[src/rtl/fetch_sequencer.sv]
// Fetch/execute sequencer for the nic8 CPU: owns PC and IR, drives the ROM address,
// and provides run/halt/single-step control, a retired-instruction counter and hang detection.
module fetch_sequencer #(
    parameter int unsigned           PC_WIDTH  = 8,
    parameter logic [PC_WIDTH-1:0]   RESET_PC  = '0,
    parameter int unsigned           CNT_WIDTH = 16
) (
    input  logic                 clk,
    input  logic                 reset,
    input  logic                 run,
    input  logic                 step,
    input  logic [7:0]           rom_data,
    input  logic [7:0]           bus_in,
    input  logic                 denyFetch,
    input  logic                 doJumpBar,
    output logic [PC_WIDTH-1:0]  rom_addr,
    output logic [7:0]           ir,
    output logic                 exec_en,
    output logic                 halted,
    output logic                 hung,
    output logic [CNT_WIDTH-1:0] retired
);

    typedef enum logic [1:0] {
        HALT  = 2'd0,
        FETCH = 2'd1,
        EXEC  = 2'd2
    } seqState_t;

    seqState_t           state;
    logic [PC_WIDTH-1:0] pc;
    logic [PC_WIDTH-1:0] iaddr;
    logic                single;

    logic                jumpTaken;
    logic [PC_WIDTH-1:0] jumpTarget;

    assign jumpTaken  = !doJumpBar;
    assign jumpTarget = PC_WIDTH'(bus_in);

    assign rom_addr = pc;
    assign exec_en  = (state == EXEC);
    assign halted   = (state == HALT);

    // Sequencer state, PC/IR, counter and hang flag; reset aborts any instruction in flight.
    always_ff @(posedge clk) begin
        if (reset) begin
            state   <= HALT;
            pc      <= RESET_PC;
            ir      <= 8'h00;
            hung    <= 1'b0;
            retired <= '0;
            single  <= 1'b0;
            iaddr   <= RESET_PC;
        end else begin
            case (state)
                HALT: begin
                    // A hung core only accepts single steps.
                    if (run && !hung) begin
                        state  <= FETCH;
                        single <= 1'b0;
                    end else if (step) begin
                        state  <= FETCH;
                        single <= 1'b1;
                    end
                end

                FETCH: begin
                    ir    <= rom_data;
                    iaddr <= pc;
                    pc    <= pc + PC_WIDTH'(1);
                    state <= EXEC;
                end

                EXEC: begin
                    // Jump beats operand skip; an immediate jump's target is the operand itself.
                    if (jumpTaken) begin
                        pc <= jumpTarget;
                    end else if (denyFetch) begin
                        pc <= pc + PC_WIDTH'(1);
                    end
                    retired <= retired + CNT_WIDTH'(1);

                    if (jumpTaken && (jumpTarget == iaddr)) begin
                        hung   <= 1'b1;
                        single <= 1'b0;
                        state  <= HALT;
                    end else if (single || !run) begin
                        single <= 1'b0;
                        state  <= HALT;
                    end else begin
                        state <= FETCH;
                    end
                end

                default: state <= HALT;
            endcase
        end
    end

endmodule

[config.mk]
export PLATFORM = sky130hd
export DESIGN_NAME = fetch_sequencer
export DESIGN_NICKNAME = d
export VERILOG_FILES = /design/src/rtl/fetch_sequencer.sv
export SDC_FILE = /design/constraint.sdc
export NUM_CORES = 1
export LEC_CHECK = 0
export BUFFER_PORTS_ARGS = -buffer_cell sky130_fd_sc_hd__buf_4
export CAP_MARGIN = 20
export CORE_MARGIN = 4
export CORE_UTILIZATION = 48
export CTS_BUF_LIST = sky130_fd_sc_hd__clkbuf_8
export CTS_CLUSTER_DIAMETER = 80
export DETAILED_ROUTE_END_ITERATION = 10
export PLACE_DENSITY = 0.77
export SLEW_MARGIN = 20
export SYNTH_ARGS = -nofsm -noshare
export SYNTH_HDL_FRONTEND = slang
export SYNTH_SLANG_ARGS = --single-unit
[constraint.sdc]
create_clock -name clk -period 1.6 [get_ports clk]
set_input_delay 0.16 -clock clk [delete_from_list [all_inputs] [get_ports clk]]
set_output_delay 0.16 -clock clk [all_outputs]
set_load 0.01 [all_outputs]
======== After elaboration in Yosys (flattened, before gate mapping) ========
Cells that the tools add are included.
word-level totals
  word-level logic and storage cells ...... 40
  register bits after elaboration ......... 44
  output and inout bits ................... 35
operators by class
  reduce and logical (&&, ||, !) cells .... 12
  muxes and demuxes ....................... 13
  eq/ne operators ......................... 6
  add/sub/neg operators ................... 2
operator list
  cell                                                   number
  adder 16 x 1 -> 16 bit, second input constant          1
  2-to-1 mux 8 bit                                       2
  case mux 8 bit (2 select lines)                        1
  adder 8 x 1 -> 8 bit, second input constant            1
  equality test 8 bit                                    1
  2-to-1 mux 1 bit                                       6
  case mux 2 bit (3 select lines)                        1
  2-to-1 mux 2 bit                                       2
  AND reduction 2 bit                                    2
  nonzero test 2 bit                                     2
  logical NOT 1 bit                                      3
  inequality test 3 x 1 -> 1 bit, second input constant  1
  inequality test 3 x 2 -> 1 bit, second input constant  1
  inequality test 3 bit, second input constant           1
  AND reduction 3 bit                                    1
  equality test 2 x 1 -> 1 bit, second input constant    1
  equality test 2 bit, second input constant             1
  logical AND 1 bit                                      2
  logical NOT 2 bit                                      1
  case mux 1 bit (2 select lines)                        1
  logical OR 1 bit                                       1

======== Logic depth before layout (Yosys ltp) ========
Gate-level depths: netlist of run 1.
  word-level depth ........................ 5
  mapped depth ............................ 7
  depth with buffers taken out ............ 5

======== Worst setup path after synthesis of run 1 ========
No wires, ideal clock.
  path kind ............................... reg2reg
  start point ............................. register retired[3]
  end point ............................... register retired[13]
  cell stages (with the launch flop) ...... 6
  arrival ................................. 1.462 ns
  setup time .............................. 0.070 ns
  setup slack ............................. 0.067 ns
  buffers on the path ..................... 1
  cells stage by stage .................... dfxtp_1 > and4_1 > buf_4 > nand2_1 > or4_1 > a21oi_1
between the ends
  word-level cells in the longest chain between the ends .. 1
ends and longest elaborated chain
  what                      RTL line  RTL
  start: declaration        21        output logic [CNT_WIDTH-1:0] retired
  start signal: assignment  82        retired <= retired + CNT_WIDTH'(1);
  adder 16 x 1 -> 16 bit    82
No other way between the ends.
A chain may end at the register's enable or synchronous reset.

======== Final worst setup path of run 1 ========
  start point ............................. register state[0]
  end point ............................... register retired[11]
between the ends
  word-level cells in the longest chain between the ends .. 1
ends and longest elaborated chain
  what                      RTL line  RTL
  start: declaration        30        seqState_t state;
  start signal: assignment  48        state <= HALT;
  start signal: assignment  60        state <= FETCH;
  start signal: assignment  63        state <= FETCH;
  equality test 2 bit       56        case (state)
No other way between the ends.

==> flow_summary.json, run 1 <==
{
  "die_height_um": 72.88,
  "start_util_pct": 50.16,
  "seq_power_share_pct": 48.9,
  "track_usage_pct": 19.68,
  "stdcell_count": 362,
  "clockBufferDepth": 2,
  "cp-start-kind": "flip-flop",
  "cts_tree": "built",
  "ys_seq_area_share_pct": 43.59,
  "routed_wl_um": 4976,
  "hp-class": "input port to flip-flop",
  "cp.arrival_ns": 1.76,
  "crit_path_max_fanout": 9,
  "insertion_delay_ns": 0.30,
  "core_area_um2": 4029,
  "numClockSinks": 44,
  "synth_cells": 244,
  "grt_pass1_wl_um": 8280,
  "internal_power_mw": 1.783,
  "drive_above_1_share_pct": 29.81,
  "antenna_found_initial": 0,
  "vias": 1951,
  "endpoint_kind": "flip-flop",
  "grt_max_degree": 44,
  "p_clk_share_pct": 38.4,
  "ys.flop_type": "dfxtp_1",
  "fin_crit_ns": 1.526,
  "io_pins": 57,
  "ys_warn_count": 0,
  "worst_pin_slew_ns": 0.4581,
  "max_freq_mhz": 655.3,
  "synth_area_um2": 2021,
  "dp_cells": 354,
  "fin_hold_ws_ns": 0.09924,
  "clk_pin_slew_ns": 0.08,
  "post-place-ws_ns": 0.03579,
  "grt_overflow": 0,
  "ctsRootBufferMaster": "clkbuf_8",
  "max_slew_margin_pct": 69.46,
  "drtPass1Iterations": 4,
  "p_sw_mw": 0.5730,
  "setup_tns_ns": 0,
  "die_x_um": 72.88,
  "syn_avg_cell_area_um2": 8.282,
  "viasPerCell": 5.390,
  "cts_setup_buffers": 0,
  "regToRegSetupSlack_ns": 0.07,
  "fin_area_um2": 2714,
  "synth_fp_nets": 268,
  "grt_pass1_vias": 1928,
  "rows": 23,
  "async_flop_share_pct": 0,
  "p_leak_nw": 1.107,
  "cts_made_buffers": 5,
  "postPlaceCellArea_um2": 2577,
  "fin_skew_ns": 0.003129,
  "port_buffers": 56,
  "ys_seq_elements": 44,
  "total_power_mw": 2.356,
  "finalHoldViolCount": 0,
  "drtAntennaViolNets": 0,
  "vdd_drop_max_uv": 442.6,
  "crit_required_ns": 1.84,
  "final_util_pct": 67.36,
  "cap_violations": 0,
  "die-area_um2": 5311,
  "synth_edf_count": 0,
  "outcome": "complete, no violations",
  "setup_slack_ns": 0.07407,
  "setup_viol": 0,
  "n_antenna_cell": 0,
  "critical_path_class": "flip-flop to flip-flop",
  "fin_crit_sh_pct": 95.37,
  "power.density_nw_per_um2": 868.0,
  "wl_per_cell_um": 13.75,
  "swShare_pct": 24.33,
  "h-tree-depth": 2,
  "gp_congestion": 0.7567,
  "fin_nets": 335,
  "ys_types": 45,
  "drc": 0,
  "combPwrFrac_pct": 12.7,
  "drtIter0Drc": 82,
  "layout_common_cells": "76 x buf_4, 42 x dfxtp_1, 41 x nand2_1",
  "dp_hpwl_um": 3536,
  "slew_violations": 0,
  "area_growth_pct": 34.30,
  "final_common_cell": "buf_4"
}
-- critical path, stage by stage (launching register included) --
cell and delay [ns]:
dfxtp_1 0.35, and4b_2 0.34, nand2_4 0.09, or4_4 0.54, a21oi_2 0.14
-- cells in the mapped netlist, drive strengths merged (2+ instances only) --
| library cell | number | area share, % |
|---|---|---|
| and4b | 2 | 1.1 |
| dfxtp | 44 | 44 |
| clkbuf | 10 | 1.9 |
| ha | 2 | 1.2 |
| inv | 4 | 0.74 |
| o32ai | 2 | 0.87 |
| nor2 | 19 | 3.5 |
| nor2b | 4 | 1.2 |
| nor3 | 3 | 0.74 |
| o31ai | 3 | 1.1 |
| and4 | 4 | 1.7 |
| o21ai | 6 | 1.5 |
| xor2 | 9 | 3.9 |
| nand3 | 7 | 1.7 |
| a21oi | 33 | 8.2 |
| or3 | 3 | 0.93 |
| or4 | 3 | 1.1 |
| xnor2 | 9 | 3.9 |
| nand2 | 43 | 8.4 |
| a21o | 2 | 0.74 |
| mux2i | 2 | 0.99 |
| nand2b | 2 | 0.62 |
| nand4 | 6 | 1.9 |
| buf | 6 | 1.9 |
-- registers in the layout, summed over array words and instances, names as in the netlist --
signal,count
retired,16
iaddr,8
ir,8
rom_addr,8
hung,1
single,1
state,2
-- logic make-up (layout without fill, tap and decap cells) --
kind of cell             count (synthesis)  count (layout)  share of synthesized area, %
AND/OR/NAND/NOR                        103             103                         25.51
AO/OA/AOI/OAI                           54              54                         15.79
flip-flops                              44              44                         43.59
buffers and inverters                   20              88                         4.520
XOR/XNOR                                18              18                         7.802
multiplexers                             3               3                         1.548
adder cells (fa/ha/maj)                  2               2                         1.238
-- worst paths after layout --
path,from,endpoint,depth (start not counted)
setup / recovery,state[0],retired[11],4
hold / removal,rom_data[2],ir[2],3
setup reg to reg,state[0],retired[11],4
hold reg to reg,ir[2],ir[2],2
-- metal layers --
metal	wire [µm]	part of all wire (%)	track usage, %
met5	0	0	0
met2	2437	49	34.97
met1	2176	44	23.00
met3	325	6.5	5.785
met4	36	0.72	5.123
-- final cells by class --
class | instances | area, µm²
fillers | 370 | 1315
repair buffers | 76 | 570.5
multi-input cells | 180 | 1061
flip-flops and latches | 44 | 883.3
clock inverters | 2 | 38.79
clock buffers | 6 | 82.58
well taps | 50 | 62.56
inverters | 4 | 15.01
-- what timing repair did --
action,CTS,global route
setup endpoints to repair,0,5
resized for setup,0,6
hold buffers,0,0
-- power by group through the flow --
stage / clock, mW / sequential (mW) / combinational (mW)
after floorplan: 0 / 1.18 / 0.149
after global placement: 0 / 1.17 / 0.297
after detailed placement: 0 / 1.18 / 0.299
after CTS: 0.922 / 1.15 / 0.301
after global routing: 0.967 / 1.16 / 0.333
final: 0.904 / 1.15 / 0.300
No activity file was read; power rests on OpenSTA's default activity.
==> run 2, diff against run 1 <==
GPL_TIMING_DRIVEN = 0   (was default)
SLEW_MARGIN = default   (was 20)
==> flow_summary.json, run 2 (synthesized netlist as in run 1, its figures left out) <==
{
  "min_to": "ir[4]",
  "io_pins": 57,
  "vdd_drop_max_uv": 517.6,
  "vias": 1968,
  "antenna_found_initial": 0,
  "port_buffers": 55,
  "drc": 0,
  "rsz0062_at_grt": "true",
  "grt_pass1_wl_um": 8583,
  "fin_skew_ns": 0.005167,
  "n_antenna_cell": 0,
  "hp-start": "rom_data[4]",
  "max_slew_margin_pct": 61.18,
  "grt_overflow": 0,
  "clk_pin_slew_ns": 0.08,
  "finalHoldViolCount": 0,
  "h-tree-depth": 2,
  "reg2reg_depth": 5,
  "largest_reg_flops": 16,
  "crit_required_ns": 1.78,
  "fin_crit_ns": 1.538,
  "endpoint_kind": "flip-flop",
  "fin_crit_sh_pct": 96.11,
  "ff_latch_area_um2": 893.4,
  "cts-hold-fix-buffers": 0,
  "fin_hold_ws_ns": 0.1042,
  "worst_pin_slew_ns": 0.5823,
  "start_util_pct": 50.16,
  "top_register": "retired",
  "max_freq_mhz": 650.3,
  "r2r-end": "rom_addr[1]",
  "wl_per_cell_um": 14.35,
  "clockBufferDepth": 2,
  "die_height_um": 72.88,
  "multi_input_area_um2": 1092,
  "fin_nets": 333,
  "num-fill-cells": 357,
  "track_usage_pct": 20.41,
  "power.density_nw_per_um2": 854.5,
  "cts_made_buffers": 5,
  "final_util_pct": 66.99,
  "grt_pass1_vias": 1916,
  "layout_common_cells": "60 x buf_4, 41 x nand2_1, 34 x dfxtp_1",
  "routed_wl_um": 5167,
  "drtPass1Iterations": 4,
  "grt_max_degree": 14,
  "slew_violations": 0,
  "p_leak_nw": 1.082,
  "final_common_cell": "buf_4",
  "drtIter0Drc": 85,
  "ctsRootBufferMaster": "clkbuf_8",
  "insertion_delay_ns": 0.30,
  "numClockSinks": 44,
  "hp-class": "input port to flip-flop",
  "critical_path_class": "flip-flop to flip-flop",
  "core_area_um2": 4029,
  "viasPerCell": 5.467,
  "drive_above_1_share_pct": 31.61,
  "cap_violations": 0,
  "cts_tree": "built",
  "die_x_um": 72.88,
  "drtAntennaViolNets": 0,
  "cp-start-kind": "flip-flop",
  "hold_depth": 3,
  "regToRegSetupSlack_ns": 0.06,
  "r2r-start": "state[0]",
  "dp_hpwl_um": 3645,
  "outcome": "complete, no violations",
  "cp.arrival_ns": 1.72,
  "gp_congestion": 0.7763,
  "crit_path_max_fanout": 10,
  "die-area_um2": 5311,
  "setup_viol": 0,
  "rows": 23,
  "area_growth_pct": 33.56
}
## run 2: worst max path at each step
stage / startpoint / to / slack [ns] / cells after the start
5_1_grt: state[0] / retired[9] / -0.02 / 6
2_1_floorplan: retired[3] / retired[13] / 0.07 / 5
4_1_cts: state[0] / retired[15] / 0.01 / 5
3_3_place_gp: state[1] / rom_addr[7] / -0.11 / 5
6_report: state[0] / rom_addr[1] / 0.06 / 5
3_5_place_dp: state[1] / rom_addr[7] / -0.12 / 5
## run 2: power by group
group	switching [mW]	total, mW	internal [mW]
sequential	0.0301	1.16	1.13
combinational	0.160	0.303	0.143
clock	0.388	0.845	0.457
total	0.578	2.31	1.73
## run 2: through the flow
step	total power, mW	instance area (µm²)	instances	TNS [ns]	setup slack [ns]
2_1_floorplan	1.334	2021	244	0	0.06725
3_3_place_gp	1.462	2496	349	-0.7049	-0.1053
3_5_place_dp	1.466	2496	349	-0.8766	-0.1168
4_1_cts	2.315	2629	357	0	0.01350
5_1_grt	2.398	2699	360	-0.03014	-0.02199
6_report	2.306	2699	360	0	0.06224
## run 2: what timing repair did
| item | 4_1_cts | 5_1_grt |
|---|---|---|
| buffers inserted | 1 | 3 |
| pin swaps | 0 | 8 |
| setup endpoints to repair | 20 | 19 |
| endpoints found under the hold margin | 0 | 0 |
| gates resized for setup | 9 | 21 |
## run 2: area by class of cell
type                       count  area share, %
inverter                       4         0.5563
tap                           50          2.318
clock buffer                   5          2.550
buffer                        15          3.153
clock inverter                 3          1.437
sequential                    44          33.10
multi-input combinational    180          40.47
timing repair buffer          59          16.41
## run 2: layer usage
metal,vias to the layer above,GRT usage [%],routed length (µm)
met5,-,0,0
met3,11,6.336,375
met2,64,35.47,2524
li1,973,-,-
met4,0,6.967,91
met1,920,23.61,2176
## run 2: worst max-delay path, stage by stage, from the launching register on
cell and delay, ns:
dfxtp_1 0.31, buf_6 0.13, or3b_4 0.43, mux2_1 0.33, mux2i_1 0.15, nor2_1 0.06
==> run 3, diff against run 2 <==
GPL_TIMING_DRIVEN = 1   (was 0)
clock period = 1.35 ns   (was 1.6 ns; I/O delays follow)
==> flow_summary.json, run 3 (synthesized netlist as in run 1, its figures left out) <==
{
  "total_power_mw": 2.768,
  "violations": "setup timing",
  "gp_congestion": 0.8686,
  "hp-class": "input port to flip-flop",
  "setup_slack_ns": -0.06923,
  "drtIter0Drc": 121,
  "area_growth_pct": 50.40,
  "h-tree-depth": 2,
  "cts_made_buffers": 5,
  "r2r-start": "state[1]",
  "setup_tns_ns": -0.2506,
  "fin_nets": 360,
  "min_to": "ir[1]",
  "reg2reg_depth": 5,
  "crit_path_max_fanout": 8,
  "fin_crit_sh_pct": 105.1,
  "cap_violations": 0,
  "p_leak_nw": 1.281,
  "num-fill-cells": 302,
  "die_height_um": 72.88,
  "max_freq_mhz": 704.6,
  "cts_tree": "built",
  "drtPass1Iterations": 4,
  "max_slew_margin_pct": 81.66,
  "cpPeakStageDelay_ns": 0.40,
  "wl_per_cell_um": 14.00,
  "vias": 2057,
  "insertion_delay_ns": 0.30,
  "io_pins": 57,
  "grt_overflow": 0,
  "crit_path_start": "state[1]",
  "start_util_pct": 50.16,
  "fin_skew_ns": 0.006597,
  "worst_pin_slew_ns": 0.2727,
  "drive_above_1_share_pct": 44.51,
  "crit_required_ns": 1.58,
  "numClockSinks": 44,
  "ctsRootBufferMaster": "clkbuf_8",
  "path_cells": "buf_6, and4b_2, nand2_4, or4_1, a21oi_1",
  "critPathBufInv": 1,
  "dp_hpwl_um": 3811,
  "grt_pass1_vias": 1986,
  "critical_path_class": "flip-flop to flip-flop",
  "rsz0062_at_grt": "true",
  "clk_pin_slew_ns": 0.08,
  "stdcell_count": 387,
  "layout_common_cells": "97 x buf_4, 41 x nand2_1, 27 x a21oi_1, 27 x dfxtp_1, 18 x nor2_1",
  "grt_max_degree": 26,
  "rows": 23,
  "power.density_nw_per_um2": 910.9,
  "critPathSlowestCell": "or4_1",
  "setup_viol": 6,
  "vdd_drop_max_uv": 546.0,
  "r2r-end": "retired[13]",
  "core_area_um2": 4029,
  "regToRegSetupSlack_ns": -0.07,
  "port_buffers": 56,
  "grt_pass1_wl_um": 8542,
  "cp.arrival_ns": 1.65,
  "fin_crit_ns": 1.419,
  "outcome": "complete, but fails checks",
  "cp-start-kind": "flip-flop",
  "antenna_found_initial": 0,
  "endpoint_kind": "flip-flop",
  "crit_family": "simple AND/OR/NAND/NOR gates",
  "clockBufferDepth": 2,
  "dp_cells": 375,
  "hp-start": "rom_data[1]",
  "slew_violations": 0,
  "track_usage_pct": 20.40,
  "top_register": "retired",
  "largest_reg_flops": 16,
  "die-area_um2": 5311,
  "final_common_cell": "buf_4",
  "routed_wl_um": 5418,
  "drtAntennaViolNets": 0,
  "drc": 0,
  "n_antenna_cell": 0,
  "finalHoldViolCount": 0,
  "hold_depth": 3,
  "die_x_um": 72.88,
  "viasPerCell": 5.315
}
-- run 3: cell count changes in the layout (fill, tap and decap cells not counted), moves of 3 or more --
cell      change
dfxtp_4       +5
and4_1        -3
dfxtp_1       -7
buf_2         -3
clkbuf_1      -6
and4_4        +3
buf_4        +37
-- run 3: metal layers --
layer | global-route usage (%) | share of wire (%)
met1 | 23.15 | 41
met2 | 36.37 | 50
met3 | 5.234 | 5.8
met4 | 7.787 | 2.7
met5 | 0 | 0
-- run 3: per-stage QoR --
stage	util [%]	hold WS (ns)	cell area, µm²	setup slack (ns)
floorplan	-	0.2710	2086	-0.1293
global placement	69.47	0.3820	2799	-0.05186
detailed placement	69.47	0.3911	2799	-0.09559
CTS	73.07	0.06481	2944	-0.06028
global route	75.43	0.06880	3039	-0.1457
finish	75.43	0.07154	3039	-0.06923
-- run 3: repair_timing --
item / 4_1_cts / 5_1_grt
gates resized for setup: 7 / 22
pin swaps: 6 / 5
setup buffers: 3 / 1
hold buffers: 0 / 0
endpoints found under the setup margin: 10 / 15
-- run 3: area by class of cell --
type	count	area, µm²	share of cell area [%]
sequential	44	914.6	30.09
timing repair buffer	101	782.0	25.73
clock buffer	5	68.82	2.264
clock inverter	3	38.79	1.276
inverter	4	15.01	0.4940
tap	50	62.56	2.058
multi-input combinational	180	1157	38.08
-- run 3: how the worst max path moves through the flow --
stage | end | cells after the start
after global placement | rom_addr[1] | 4
after global routing | retired[13] | 5
after detailed placement | retired[11] | 5
after CTS | retired[15] | 4
after floorplan | rom_addr[1] | 6
final | retired[13] | 5
-- run 3: report_power, final --
group          switching, mW  internal (mW)  total, mW
logic                  0.205          0.223      0.427
clock network          0.441          0.542      0.983
registers             0.0300           1.33       1.36
total                  0.676           2.09       2.77
-- run 3: worst reg2reg max path, stage by stage, from the launching register on --
cell	delay [ns]
dfxtp_2	0.36
buf_6	0.10
and4b_2	0.25
nand2_4	0.08
or4_1	0.40
a21oi_1	0.16
